--- config.mk ---
export PLATFORM = sky130hd
export DESIGN_NAME = pipeline_control_ldst_arbiter
export DESIGN_NICKNAME = d
export VERILOG_FILES = /design/src/rtl/pipeline_control_ldst_arbiter_pkg.sv /design/src/rtl/pipeline_control_ldst_arb_pick.sv /design/src/rtl/pipeline_control_ldst_arbiter.sv
export SDC_FILE = /design/constraint.sdc
export NUM_CORES = 1
export LEC_CHECK = 0
export ABC_CLOCK_PERIOD_IN_PS = 2500
export CAP_MARGIN = 20
export CORE_AREA = 3 3 213 215
export CTS_BUF_LIST = sky130_fd_sc_hd__clkbuf_2 sky130_fd_sc_hd__clkbuf_4 sky130_fd_sc_hd__clkbuf_8
export CTS_CLUSTER_DIAMETER = 40
export DETAILED_ROUTE_END_ITERATION = 8
export DIE_AREA = 0 0 216 218
export GPL_TIMING_DRIVEN = 0
export HOLD_SLACK_MARGIN = 0.05
export PLACE_DENSITY = 0.42
export SETUP_SLACK_MARGIN = 0.5
export SLEW_MARGIN = 30
export SYNTH_ARGS = -nofsm -noshare
export SYNTH_HDL_FRONTEND = slang
export SYNTH_SLANG_ARGS = --single-unit
--- constraint.sdc ---
create_clock -name iCLOCK -period 2.5 [get_ports iCLOCK]
set_clock_uncertainty 0.1 [all_clocks]
set_input_delay 0.25 -clock iCLOCK [delete_from_list [all_inputs] [get_ports iCLOCK]]
set_output_delay 0.25 -clock iCLOCK [all_outputs]
set_load 0.02 [all_outputs]
--- src/rtl/pipeline_control_ldst_arbiter_pkg.sv ---
// Shared definitions for the pipeline-control load/store arbiter: FSM state
// encodings, requester index constants, ORDER encodings, command payload
// struct and an index-width helper.
package pipeline_control_ldst_arbiter_pkg;

   localparam int unsigned ORDER_W  = 2;
   localparam int unsigned ASID_W   = 14;
   localparam int unsigned MMUMOD_W = 2;
   localparam int unsigned PDT_W    = 32;
   localparam int unsigned ADDR_W   = 32;
   localparam int unsigned DATA_W   = 32;

   typedef enum logic [1:0] {
      ST_IDLE  = 2'd0,
      ST_OWNED = 2'd1,
      ST_DRAIN = 2'd2
   } arb_state_e;

   localparam int unsigned REQ_IDT = 0;
   localparam int unsigned REQ_EXC = 1;
   localparam int unsigned REQ_LSU = 2;

   localparam logic [ORDER_W-1:0] ORDER_BYTE = 2'b00;
   localparam logic [ORDER_W-1:0] ORDER_HALF = 2'b01;
   localparam logic [ORDER_W-1:0] ORDER_WORD = 2'b10;
   localparam logic [ORDER_W-1:0] ORDER_NONE = 2'b11;

   typedef struct packed {
      logic [ORDER_W-1:0]  order;
      logic                rw;
      logic [ASID_W-1:0]   asid;
      logic [MMUMOD_W-1:0] mmumod;
      logic [PDT_W-1:0]    pdt;
      logic [ADDR_W-1:0]   addr;
      logic [DATA_W-1:0]   data;
   } ldst_cmd_t;

   // Width of a requester index; never below one bit.
   function automatic int unsigned idx_w(input int unsigned n);
      return (n > 1) ? $clog2(n) : 1;
   endfunction

endpackage

--- src/rtl/pipeline_control_ldst_arb_pick.sv ---
// Combinational winner selection for the load/store arbiter.
// Macro MIST1032ISA_LDST_ARB_RR_EN: round-robin search starting at iPTR+1;
// otherwise fixed priority with index 0 highest (iPTR ignored).
// Ports: iREQ request vector, iPTR last winner, oWIN one-hot winner,
//        oIDX winner index (0 when nothing requested).
module pipeline_control_ldst_arb_pick #(
   parameter int unsigned P_REQ_N = 3,
   parameter int unsigned P_IDX_W = 2
) (
   input  logic [P_REQ_N-1:0] iREQ,
   input  logic [P_IDX_W-1:0] iPTR,
   output logic [P_REQ_N-1:0] oWIN,
   output logic [P_IDX_W-1:0] oIDX
);

   logic               found;
   logic [P_IDX_W-1:0] cand;

`ifdef MIST1032ISA_LDST_ARB_RR_EN
   // Rotate the search so the last winner is visited last.
   always_comb begin
      oWIN  = '0;
      oIDX  = '0;
      found = 1'b0;
      cand  = '0;
      for (int unsigned k = 0; k < P_REQ_N; k++) begin
         cand = P_IDX_W'((32'(iPTR) + 32'd1 + k) % P_REQ_N);
         if (!found && iREQ[cand]) begin
            found      = 1'b1;
            oWIN[cand] = 1'b1;
            oIDX       = cand;
         end
      end
   end
`else
   logic unused_ptr;
   assign unused_ptr = ^iPTR;

   // Lowest index wins.
   always_comb begin
      oWIN  = '0;
      oIDX  = '0;
      found = 1'b0;
      cand  = '0;
      for (int unsigned k = 0; k < P_REQ_N; k++) begin
         cand = P_IDX_W'(k);
         if (!found && iREQ[cand]) begin
            found      = 1'b1;
            oWIN[cand] = 1'b1;
            oIDX       = cand;
         end
      end
   end
`endif

endmodule

--- src/rtl/pipeline_control_ldst_arbiter.sv ---
// Session arbiter sharing the single load/store port between the IDT reader
// (0), exception unit (1) and LSU (2). A requester owns the port while it
// holds USE; ownership moves only after all of its responses have returned.
// Macro MIST1032ISA_LDST_ARB_RR_EN selects round-robin grant (default fixed).
// Ports: iCLOCK/iRESET (async, high)/iRESET_SYNC; iREQ_* packed per-requester
// commands, oREQ_BUSY/oREQ_VALID/oREQ_DATA back to requesters; oLDST_* command
// downstream, iLDST_BUSY/iLDST_REQ/iLDST_DATA from downstream; oERR_UNEXP
// sticky flag for a response arriving with nothing outstanding.
module pipeline_control_ldst_arbiter
   import pipeline_control_ldst_arbiter_pkg::*;
#(
   parameter int unsigned P_REQ_N     = 3,
   parameter int unsigned P_OUTST_MAX = 4
) (
   input  logic                        iCLOCK,
   input  logic                        iRESET,
   input  logic                        iRESET_SYNC,
   input  logic [P_REQ_N-1:0]          iREQ_USE,
   input  logic [P_REQ_N-1:0]          iREQ_REQ,
   input  logic [P_REQ_N*ORDER_W-1:0]  iREQ_ORDER,
   input  logic [P_REQ_N-1:0]          iREQ_RW,
   input  logic [P_REQ_N*ASID_W-1:0]   iREQ_ASID,
   input  logic [P_REQ_N*MMUMOD_W-1:0] iREQ_MMUMOD,
   input  logic [P_REQ_N*PDT_W-1:0]    iREQ_PDT,
   input  logic [P_REQ_N*ADDR_W-1:0]   iREQ_ADDR,
   input  logic [P_REQ_N*DATA_W-1:0]   iREQ_DATA,
   output logic [P_REQ_N-1:0]          oREQ_BUSY,
   output logic [P_REQ_N-1:0]          oREQ_VALID,
   output logic [DATA_W-1:0]           oREQ_DATA,
   output logic                        oLDST_REQ,
   output logic [ORDER_W-1:0]          oLDST_ORDER,
   output logic                        oLDST_RW,
   output logic [ASID_W-1:0]           oLDST_ASID,
   output logic [MMUMOD_W-1:0]         oLDST_MMUMOD,
   output logic [PDT_W-1:0]            oLDST_PDT,
   output logic [ADDR_W-1:0]           oLDST_ADDR,
   output logic [DATA_W-1:0]           oLDST_DATA,
   input  logic                        iLDST_BUSY,
   input  logic                        iLDST_REQ,
   input  logic [DATA_W-1:0]           iLDST_DATA,
   output logic                        oERR_UNEXP
);

   localparam int unsigned IW = idx_w(P_REQ_N);
   localparam int unsigned CW = $clog2(P_OUTST_MAX + 1);

   arb_state_e      state_q, state_d;
   logic [IW-1:0]   owner_q, owner_d;
   logic [CW-1:0]   cnt_q, cnt_d;
   logic            err_q, err_d;
   logic [IW-1:0]   pick_ptr, pick_idx;
   logic [P_REQ_N-1:0] pick_win;
   logic            grant, issue, resp_ok, cnt_full;
   ldst_cmd_t       cmd;

   pipeline_control_ldst_arb_pick #(
      .P_REQ_N (P_REQ_N),
      .P_IDX_W (IW)
   ) u_pick (
      .iREQ (iREQ_USE),
      .iPTR (pick_ptr),
      .oWIN (pick_win),
      .oIDX (pick_idx)
   );

   assign grant = |pick_win;

`ifdef MIST1032ISA_LDST_ARB_RR_EN
   logic [IW-1:0] ptr_q, ptr_d;
   assign pick_ptr = ptr_q;
   assign ptr_d    = (state_q == ST_IDLE && grant) ? pick_idx : ptr_q;

   // Last-winner pointer for the round-robin search.
   always_ff @(posedge iCLOCK or posedge iRESET) begin
      if (iRESET)           ptr_q <= '0;
      else if (iRESET_SYNC) ptr_q <= '0;
      else                  ptr_q <= ptr_d;
   end
`else
   assign pick_ptr = '0;
`endif

   // Next-state, counter, routing and command mux.
   always_comb begin
      state_d    = state_q;
      owner_d    = owner_q;
      cnt_d      = cnt_q;
      err_d      = err_q;
      cmd        = '0;
      oREQ_BUSY  = '1;
      oREQ_VALID = '0;

      cnt_full = (cnt_q == CW'(P_OUTST_MAX));
      issue    = (state_q == ST_OWNED) && iREQ_REQ[owner_q] && !iLDST_BUSY && !cnt_full;
      // A response with nothing outstanding is flagged, never routed or counted.
      resp_ok  = iLDST_REQ && (cnt_q != '0);

      if (iLDST_REQ && (cnt_q == '0)) err_d = 1'b1;
      if (resp_ok) oREQ_VALID[owner_q] = 1'b1;

      if (issue && !resp_ok)      cnt_d = cnt_q + CW'(1);
      else if (!issue && resp_ok) cnt_d = cnt_q - CW'(1);

      if (state_q == ST_OWNED) begin
         oREQ_BUSY[owner_q] = iLDST_BUSY || cnt_full;
         cmd.order  = iREQ_ORDER[owner_q*ORDER_W +: ORDER_W];
         cmd.rw     = iREQ_RW[owner_q];
         cmd.asid   = iREQ_ASID[owner_q*ASID_W +: ASID_W];
         cmd.mmumod = iREQ_MMUMOD[owner_q*MMUMOD_W +: MMUMOD_W];
         cmd.pdt    = iREQ_PDT[owner_q*PDT_W +: PDT_W];
         cmd.addr   = iREQ_ADDR[owner_q*ADDR_W +: ADDR_W];
         cmd.data   = iREQ_DATA[owner_q*DATA_W +: DATA_W];
      end

      case (state_q)
         ST_IDLE: begin
            if (grant) begin
               state_d = ST_OWNED;
               owner_d = pick_idx;
            end
         end
         ST_OWNED: begin
            // Release looks at the post-update count so a same-cycle issue
            // or arrival decides between IDLE and DRAIN correctly.
            if (!iREQ_USE[owner_q]) state_d = (cnt_d == '0) ? ST_IDLE : ST_DRAIN;
         end
         ST_DRAIN: begin
            if (cnt_d == '0) state_d = ST_IDLE;
         end
         default: state_d = ST_IDLE;
      endcase
   end

   // State register.
   always_ff @(posedge iCLOCK or posedge iRESET) begin
      if (iRESET) begin
         state_q <= ST_IDLE;
         owner_q <= IW'(REQ_IDT);
         cnt_q   <= '0;
         err_q   <= 1'b0;
      end else if (iRESET_SYNC) begin
         state_q <= ST_IDLE;
         owner_q <= IW'(REQ_IDT);
         cnt_q   <= '0;
         err_q   <= 1'b0;
      end else begin
         state_q <= state_d;
         owner_q <= owner_d;
         cnt_q   <= cnt_d;
         err_q   <= err_d;
      end
   end

   assign oLDST_REQ    = issue;
   assign oLDST_ORDER  = cmd.order;
   assign oLDST_RW     = cmd.rw;
   assign oLDST_ASID   = cmd.asid;
   assign oLDST_MMUMOD = cmd.mmumod;
   assign oLDST_PDT    = cmd.pdt;
   assign oLDST_ADDR   = cmd.addr;
   assign oLDST_DATA   = cmd.data;
   assign oREQ_DATA    = iLDST_DATA;
   assign oERR_UNEXP   = err_q;

endmodule

==> key figures, run 1 <==
Logic synthesis
  • Post-Synth XOR/XNOR Area: 0.467%
  • Compound-Gate Fraction of Synth Area: 18.8%
  • Largest family of logic cells by synthesized area: multiplexers
  • Synth unique cells: 36
  • Number of warnings issued by yosys: 0
  • EDFF count, synth: 0
  • Synth Flop Type: dfrtp_1
  • Register bit count reported by yosys: 8
  • Adder-Cell Fraction of Synth Area: 1.00%
  • Post-synthesis sequential area ratio: 5.34%
  • Mapped Avg Cell Area: 5.98 sq um
  • Syn nets: 1018
  • Synth Instances: 627
  • Post-synth ARST share: 100%
  • Post-Syn Area: 3750 sq um
  • Simple-gate share of the synthesized area: 28.4%
  • Mux contribution to synthesized area: 32.8%

Layout
  • Most common cell after layout, fill and taps aside: clkdlybuf4s50_1
  • Layout area overhead: 215%
  • Final Cell Area: 11800 sq um
  • Final core occ: 26.8%
  • Most frequent cells in the layout: 387 x clkdlybuf4s50_1, 181 x nor2_1, 130 x buf_4, 101 x mux2i_1, 54 x a21oi_1
  • Antenna Cells: 0
  • Fillers: 4816
  • NumNets Final: 1596
  • Share of cells above drive strength 1: 36.1%

STA
  • Relative slew slack: 66.6%
  • Setup_tns: 0 ns
  • RSZ-0062 raised after global routing: yes
  • Slew Limit Fails: 0
  • Hold Vio Cnt, Final: 0
  • Tmin final: 2.28 ns
  • Fmax: 0.438 GHz
  • Final Setup Violations: 0
  • Crit share post-route: 91.3%
  • WHS: 0.179 ns
  • Tightest Pin Transition: 0.501 ns

Critical path
  • Worst r2r src: owner_q[1]$_DFFE_PP0P_
  • Slowest stage delay, CP: 0.39 ns
  • CP arrival: 1.93 ns
  • Worst Path Max Fanout: 8
  • Crit Reg-Reg Endpoint: cnt_q[2]$_DFF_PP0_
  • Worst setup EP type: output pin
  • Worst Path Required: 2.15 ns
  • Startpoint Class: flip-flop
  • Crit-path slowest cell: dfrtp_1
  • Worst reg2reg path depth: 8
  • CP startpoint: owner_q[1]$_DFFE_PP0P_
  • Crit-path cells: buf_12 > clkbuf_16 > buf_12 > buf_6 > mux2i_2 > nor2_1 > a21oi_1 > nor2_1 > buf_4
  • Setup slack, reg-to-reg: 0.47 ns
  • Cell family with most CP delay: buffers and inverters
  • Worst path buffer plus inverter count: 5
  • Worst Setup Path Type: reg2out

Worst hold path
  • Min-Delay Path Class: in2async

Die
  • Core ar.: 43900 sq um
  • Row cnt: 77
  • Starting density of the core: 8.53%
  • IO Pins: 543
  • Die width: 216 um
  • Die area: 47100 sq um
  • Die Height: 218 um

Clock tree
  • Num CTS Buffers: 3
  • Clk buf depth: 2
  • Clock Latency Late Sink: 0.23 ns
  • Clock Sinks: 8
  • H-Tree Depth: 1
  • Worst-path clk slew: 0.04 ns
  • Root Buffer: clkbuf_8
  • CTS tree: yes

Routing
  • Drt first pass iters: 4
  • Via count: 6695
  • DRT antenna net count: 0
  • Vias/cell: 3.73
  • DR iter-0 viols: 163
  • Final wirelength: 35.6 mm
  • WL per Instance: 19.8 um
  • Post-route DRC: 0

Global route
  • Vias in the first global route: 6888
  • Global-route usage over all layers: 13.6%
  • GRT Residual Overflow: 0
  • Largest net degree at the start of global routing: 11
  • First-pass GRT wire length: 47.5 mm
  • Initial antenna violation count: 3

Power and ir drop
  • Pleak: 4.55 nW
  • Maximum vdd drop: 0.198 mV
  • Overall power: 5.50 mW
  • PD cells: 467 nW/um^2

Placement
  • Port bufs: 509
  • Gp weighted congestion: 0.841
  • Placed Area: 9660 sq um
  • DP HPWL: 28.7 mm

Run
  • Total of max-cap violations: 0

Run status
  • Status: complete, no violations
## layer usage
metal	up-vias	global-route usage, %	routed length (um)
met2	377	26.5	18600
met5	-	0	27
li1	3242	-	-
met4	4	2.39	810
met3	40	4.33	3290
met1	3032	14.4	12800
## kinds of logic (layout without fill, tap and decap cells)
family	after synthesis	count (layout)
compound gates	131	131
xor+xnor	2	2
fa+ha+maj	3	3
buf+inv	93	669
flops	8	8
mux	122	122
simple gates	268	268
## power breakdown
group          switching (mW)  internal (mW)  total (mW)  leakage (nW)
clock                  0.0532          0.105       0.158        0.0216
combinational            2.58           2.54        5.12          4.42
sequential             0.0525          0.171       0.223         0.105
## worst max path at each step
stage	cells after the start	slack, ns	endpoint
after floorplan	7	0.43	state_q[1]$_DFFE_PP0P_
after global placement	7	-1.83	oLDST_DATA[14]
final	9	0.22	oLDST_DATA[28]
after CTS	8	0.21	oLDST_DATA[23]
after detailed placement	8	-1.04	oLDST_ORDER[0]
after global routing	8	0.17	oLDST_ORDER[0]
## Yosys cell counts, drive strengths merged (2+ instances only)
cell	instances	area, sq um
xnor2	2	17.5
buf	58	365
nor3	2	10.0
ha	3	37.5
mux2	2	26.3
clkbuf	29	109
inv	6	22.5
nor2	242	908
dfrtp	8	200
mux2i	120	1200
a21oi	119	596
nand2b	2	12.5
nand2	7	26.3
o21ai	4	31.3
a211oi	3	35.0
nor4b	2	17.5
nor2b	5	31.3
and3	2	12.5
## registers in the layout, indices dropped and copies added, names as in the netlist
| register | cells |
|---|---|
| cnt_q | 3 |
| owner_q | 2 |
| state_q | 2 |
| oERR_UNEXP | 1 |
## layout make-up
class / instances / area, sq um / share of cell area, %
clock buffers: 3 / 41.3 / 0.350
repair buffers: 573 / 5820 / 49.3
inverters: 6 / 22.5 / 0.191
multi-input cells: 526 / 3970 / 33.7
plain buffers: 87 / 997 / 8.46
flip-flops and latches: 8 / 201 / 1.71
well taps: 592 / 741 / 6.28
## worst register-to-register path, stage by stage, from the launching register on
cell,delay [ns]
dfrtp_1,0.39
buf_12,0.16
buf_4,0.14
mux2i_2,0.18
nor2_2,0.07
o21ai_4,0.22
buf_6,0.13
mux2i_1,0.18
mux2_2,0.34
## through the flow
| stage | cells | worst slack, ns |
|---|---|---|
| after floorplan | 627 | 0.432 |
| after global routing | 1795 | 0.167 |
| after global placement | 1728 | -1.83 |
| after detailed placement | 1728 | -1.04 |
| after CTS | 1758 | 0.210 |
| final | 1795 | 0.217 |
## what timing repair did
item                       4_1_cts  5_1_grt
setup endpoints to repair      127      126
setup buffers                   18       31
pin swaps                       40       67
hold buffers                     0        0
gates cloned                     9        6
gates resized for setup        761      253
(Power assumes the default switching activity.)
==> inputs of run 2 (changes only) <==
- MAX_ROUTING_LAYER: default -> met4
==> key figures, run 2 (same netlist as run 1, synthesis figures left out) <==
Run status
  • Status: complete, no violations

Critical path
  • Worst Path Required: 2.15 ns
  • Worst setup EP type: output pin
  • Worst Setup Path Type: reg2out
  • Slowest stage delay, CP: 0.39 ns
  • Worst Path Max Fanout: 8
  • Crit-path cells: buf_12 > clkbuf_16 > buf_12 > buf_6 > mux2i_2 > nor2_1 > a21oi_1 > nor2_1 > buf_4
  • Worst path buffer plus inverter count: 5
  • CP arrival: 1.92 ns
  • Startpoint Class: flip-flop
  • Cell family with most CP delay: buffers and inverters
  • Crit-path slowest cell: dfrtp_1

Die
  • IO Pins: 543
  • Die Height: 218 um
  • Core ar.: 43900 sq um
  • Die width: 216 um
  • Die area: 47100 sq um
  • Row cnt: 77
  • Starting density of the core: 8.53%

Clock tree
  • H-Tree Depth: 1
  • Num CTS Buffers: 3
  • Root Buffer: clkbuf_8
  • Worst-path clk slew: 0.04 ns
  • Clock Latency Late Sink: 0.23 ns
  • Clk buf depth: 2
  • Clock Sinks: 8
  • CTS tree: yes

Power and ir drop
  • Pleak: 4.56 nW
  • Cell internal pwr: 2.81 mW
  • Net Sw Frac: 48.9%
  • Maximum vdd drop: 0.184 mV
  • P_sw: 2.69 mW
  • Overall power: 5.50 mW
  • PD cells: 465 nW/um^2
  • Clock network fraction of total power: 2.9%
  • Gate power share: 93.1%
  • Reg power frac: 4.1%

Layout
  • Share of cells above drive strength 1: 36.8%
  • Finished Layout Cells: 1799
  • Final core occ: 26.9%
  • Largest regs: cnt_q x3, owner_q x2, state_q x2
  • Most flops, register: cnt_q
  • Layout area overhead: 216%
  • Max reg flops: 3
  • Most frequent cells in the layout: 387 x clkdlybuf4s50_1, 181 x nor2_1, 134 x buf_4, 99 x mux2i_1, 51 x buf_6
  • Most common cell after layout, fill and taps aside: clkdlybuf4s50_1
  • NumNets Final: 1598
  • Final Cell Area: 11800 sq um

Placement
  • Port bufs: 509
  • Placed Area: 9660 sq um
  • Post-placement setup slack: -1.04 ns
  • Gp weighted congestion: 0.855
  • DP HPWL: 28.7 mm
  • Cells after DPL: 1728

STA
  • RSZ-0062 raised after global routing: yes
  • Relative slew slack: 66.4%
  • Slew Limit Fails: 0
  • Crit share post-route: 90.6%
  • Fmax: 0.441 GHz
  • Tmin final: 2.27 ns
  • Hold Vio Cnt, Final: 0
  • Setup_tns: 0 ns
  • Worst setup margin: 0.234 ns
  • Tightest Pin Transition: 0.503 ns
  • WHS: 0.180 ns
  • Final Setup Violations: 0

Global route
  • GRT Residual Overflow: 0
  • Global-route usage over all layers: 14.0%
  • Initial antenna violation count: 3
  • Vias in the first global route: 6927
  • Largest net degree at the start of global routing: 11
  • First-pass GRT wire length: 47.4 mm

Worst hold path
  • Min-Delay Path Class: in2async

Routing
  • Vias/cell: 3.72
  • DR iter-0 viols: 146
  • Post-route DRC: 0
  • Via count: 6685
  • Drt first pass iters: 5
  • WL per Instance: 19.8 um
  • Final wirelength: 35.7 mm
  • DRT antenna net count: 0

Run
  • Total of max-cap violations: 0
## run 2: changes by cell type in the layout (fill, tap and decap cells not counted), sizes merged
cell,previous run,this run
buf,236,237
clkbuf,38,39
diode,0,2
## run 2: worst paths after layout
path | from | end | slack (ns) | cells past startpoint
worst min-delay path | iRESET | owner_q[1]$_DFFE_PP0P_ | 0.18 | 2
worst min register to register | oERR_UNEXP$_DFFE_PP0P_ | oERR_UNEXP$_DFFE_PP0P_ | 0.39 | 2
min in group iCLOCK | iRESET_SYNC | owner_q[0]$_DFFE_PP0P_ | 0.32 | 2
worst max register to register | owner_q[1]$_DFFE_PP0P_ | state_q[1]$_DFFE_PP0P_ | 0.53 | 8
worst max-delay path | owner_q[1]$_DFFE_PP0P_ | oLDST_DATA[28] | 0.23 | 9
max in group asynchronous | iRESET | cnt_q[0]$_DFF_PP0_ | 1.85 | 2
## run 2: area by class of cell
type | count | area [sq um]
clock buffer | 3 | 41.3
fill | 4829 | 32100
sequential | 8 | 201
buffer | 87 | 997
multi-input combinational | 526 | 3990
timing repair buffer | 575 | 5830
antenna | 2 | 5.00
tap | 592 | 741
inverter | 6 | 22.5
## run 2: worst reg2reg max path, cell delays in order (launching register included)
cell and delay (ns):
dfrtp_1 0.39, buf_12 0.16, buf_4 0.14, mux2i_2 0.18, nor2_2 0.08, o21ai_4 0.24
inv_2 0.09, mux2_4 0.32, nor4b_4 0.20
## run 2: what timing repair did
item / 4_1_cts / 5_1_grt
pin swaps: 40 / 79
setup buffers: 18 / 33
hold buffers: 0 / 0
endpoints found under the setup margin: 127 / 126
gates resized for setup: 761 / 259
cloned: 9 / 6
## run 2: power by group through the flow
stage / clock network (mW) / logic [mW] / registers [mW]
after floorplan: 0 / 2.04 / 0.218
after global placement: 0 / 4.11 / 0.222
after detailed placement: 0 / 4.10 / 0.223
after CTS: 0.164 / 4.64 / 0.222
after global routing: 0.170 / 5.46 / 0.231
final: 0.157 / 5.12 / 0.223
## run 2: metal layers
| layer | track usage (%) | share of wire (%) | vias up |
|---|---|---|---|
| met3 | 3.97 | 8.6 | 28 |
| met2 | 26.5 | 52 | 366 |
| li1 | - | - | 3255 |
| met5 | - | 0 | - |
| met1 | 14.6 | 37 | 3036 |
| met4 | 2.39 | 2.0 | 0 |
==> inputs of run 3 (changes only) <==
- ABC_CLOCK_PERIOD_IN_PS: 2500 -> 2040
- CORE_AREA: 3 3 213 215 -> 3 3 208 210
- DIE_AREA: 0 0 216 218 -> 0 0 211 213
- PLACE_DENSITY: 0.42 -> 0.44
- REMOVE_ABC_BUFFERS: default -> 1
- clock period: 2.5 -> 2.04 ns (I/O delays scaled with it)
==> key figures, run 3 (same netlist as run 1, synthesis figures left out) <==
Die
  • Die width: 211 um
  • Starting density of the core: 8.97%
  • Row cnt: 75
  • Core ar.: 41800 sq um
  • IO Pins: 543
  • Die Height: 213 um
  • Die area: 44900 sq um

Power and ir drop
  • Pleak: 4.42 nW
  • Overall power: 6.40 mW
  • PD cells: 565 nW/um^2
  • Maximum vdd drop: 0.306 mV

Worst hold path
  • Min-Delay Path Class: in2async

Critical path
  • Worst Setup Path Type: reg2out
  • CP arrival: 2.06 ns
  • Crit Reg-Reg Endpoint: cnt_q[2]$_DFF_PP0_
  • Startpoint Class: flip-flop
  • CP startpoint: owner_q[0]$_DFFE_PP0P_
  • Worst r2r src: owner_q[0]$_DFFE_PP0P_
  • Worst Path Max Fanout: 6
  • Worst reg2reg path depth: 9
  • Setup slack, reg-to-reg: -0.19 ns
  • End point of the critical path: oLDST_ADDR[21]
  • Worst setup EP type: output pin
  • Worst Path Required: 1.74 ns

Layout
  • Most flops, register: cnt_q
  • Final Cell Area: 11300 sq um
  • Fillers: 4512
  • Final core occ: 27.2%
  • Antenna Cells: 0
  • Layout area overhead: 203%
  • Most frequent cells in the layout: 356 x clkdlybuf4s50_1, 216 x nor2_1, 125 x buf_4, 109 x mux2i_1, 73 x a21oi_2
  • Max reg flops: 3
  • Area of the multi-input gates: 3830 sq um
  • Largest regs: cnt_q x3, owner_q x2, state_q x2
  • Share of cells above drive strength 1: 35.1%
  • Most common cell after layout, fill and taps aside: clkdlybuf4s50_1
  • Seq. cell area: 209 sq um
  • NumNets Final: 1543

Routing
  • Vias/cell: 3.84
  • Final wirelength: 31.4 mm
  • Drt first pass iters: 4
  • Post-route DRC: 0
  • DRT antenna net count: 0
  • Via count: 6484
  • WL per Instance: 18.6 um
  • DR iter-0 viols: 279

Placement
  • Placed Area: 9060 sq um
  • Gp weighted congestion: 0.769
  • DP HPWL: 20.7 mm
  • Port bufs: 478

STA
  • Fmax: 0.423 GHz
  • Worst setup margin: -0.325 ns
  • Relative slew slack: 70.0%
  • Tmin final: 2.37 ns
  • RSZ-0062 raised after global routing: yes
  • WHS: 0.139 ns
  • Final Setup Violations: 119
  • Tightest Pin Transition: 0.446 ns
  • Crit share post-route: 116%
  • Slew Limit Fails: 0
  • Hold Vio Cnt, Final: 0

Clock tree
  • Root Buffer: clkbuf_8
  • CTS tree: yes
  • Clock Sinks: 8
  • Clock Latency Late Sink: 0.23 ns
  • Worst-path clk slew: 0.04 ns
  • Num CTS Buffers: 3
  • H-Tree Depth: 1
  • Clk buf depth: 2
  • Hold-fix buffers, CTS: 0

Run status
  • Violated checks: negative setup slack
  • Status: finished with violations

Global route
  • Largest net degree at the start of global routing: 45
  • Global-route usage over all layers: 12.2%
  • Vias in the first global route: 6396
  • First-pass GRT wire length: 41.0 mm
  • Initial antenna violation count: 0
  • GRT Residual Overflow: 0

Run
  • Total of max-cap violations: 0
run 3: worst min path at each step:
stage               slack, ns  cells after the start                     end
global route             0.19                      2  owner_q[1]$_DFFE_PP0P_
CTS                      0.15                      2  oERR_UNEXP$_DFFE_PP0P_
floorplan               -0.08                      1      cnt_q[0]$_DFF_PP0_
detailed placement       0.31                      0            oREQ_DATA[0]
global placement         0.31                      0            oREQ_DATA[0]
finish                   0.14                      2  oERR_UNEXP$_DFFE_PP0P_
run 3: area by class of cell:
type                            instances  area share [%]
Timing Repair Buffer                  606            57.9
Multi-Input combinational cell        527            33.7
Tap cell                              539            5.95
Sequential cell                         8            1.84
Clock buffer                            3           0.364
Inverter                                6           0.199
run 3: critical path, cell delays in order (launching register included):
cell	delay, ns
dfrtp_4	0.52
buf_16	0.14
nor2b_4	0.14
buf_12	0.13
buf_16	0.14
buf_12	0.14
buf_16	0.14
buf_6	0.12
a21oi_4	0.14
nor2_1	0.05
buf_4	0.16
run 3: where the power goes:
part           internal, mW  switching [mW]
Combinational          3.03            2.88
Sequential            0.211          0.0869
Clock                 0.128          0.0589
Total                  3.37            3.03
run 3: through the flow:
step | std cells | setup slack, ns | TNS, ns
2_1_floorplan | 540 | -8.14 | -905.87
3_3_place_gp | 1557 | -18.64 | -2183.25
3_5_place_dp | 1569 | -1.27 | -116.96
4_1_cts | 1651 | -0.351 | -19.17
5_1_grt | 1689 | -0.358 | -25.14
6_report | 1689 | -0.325 | -16.76
run 3: per-layer routing:
metal	vias to the layer above	global-route usage, %	part of all wire, %
met5	-	-	0
met2	316	22.3	51
met1	3009	14.2	41
met3	10	2.44	7.1
li1	3149	-	-
met4	0	1.48	0.64
run 3: timing repair:
| item | 4_1_cts | 5_1_grt |
|---|---|---|
| cloned | 13 | 11 |
| pin swaps | 42 | 91 |
| buffers inserted | 66 | 27 |
| gates resized for setup | 721 | 166 |
| setup endpoints to repair | 128 | 128 |
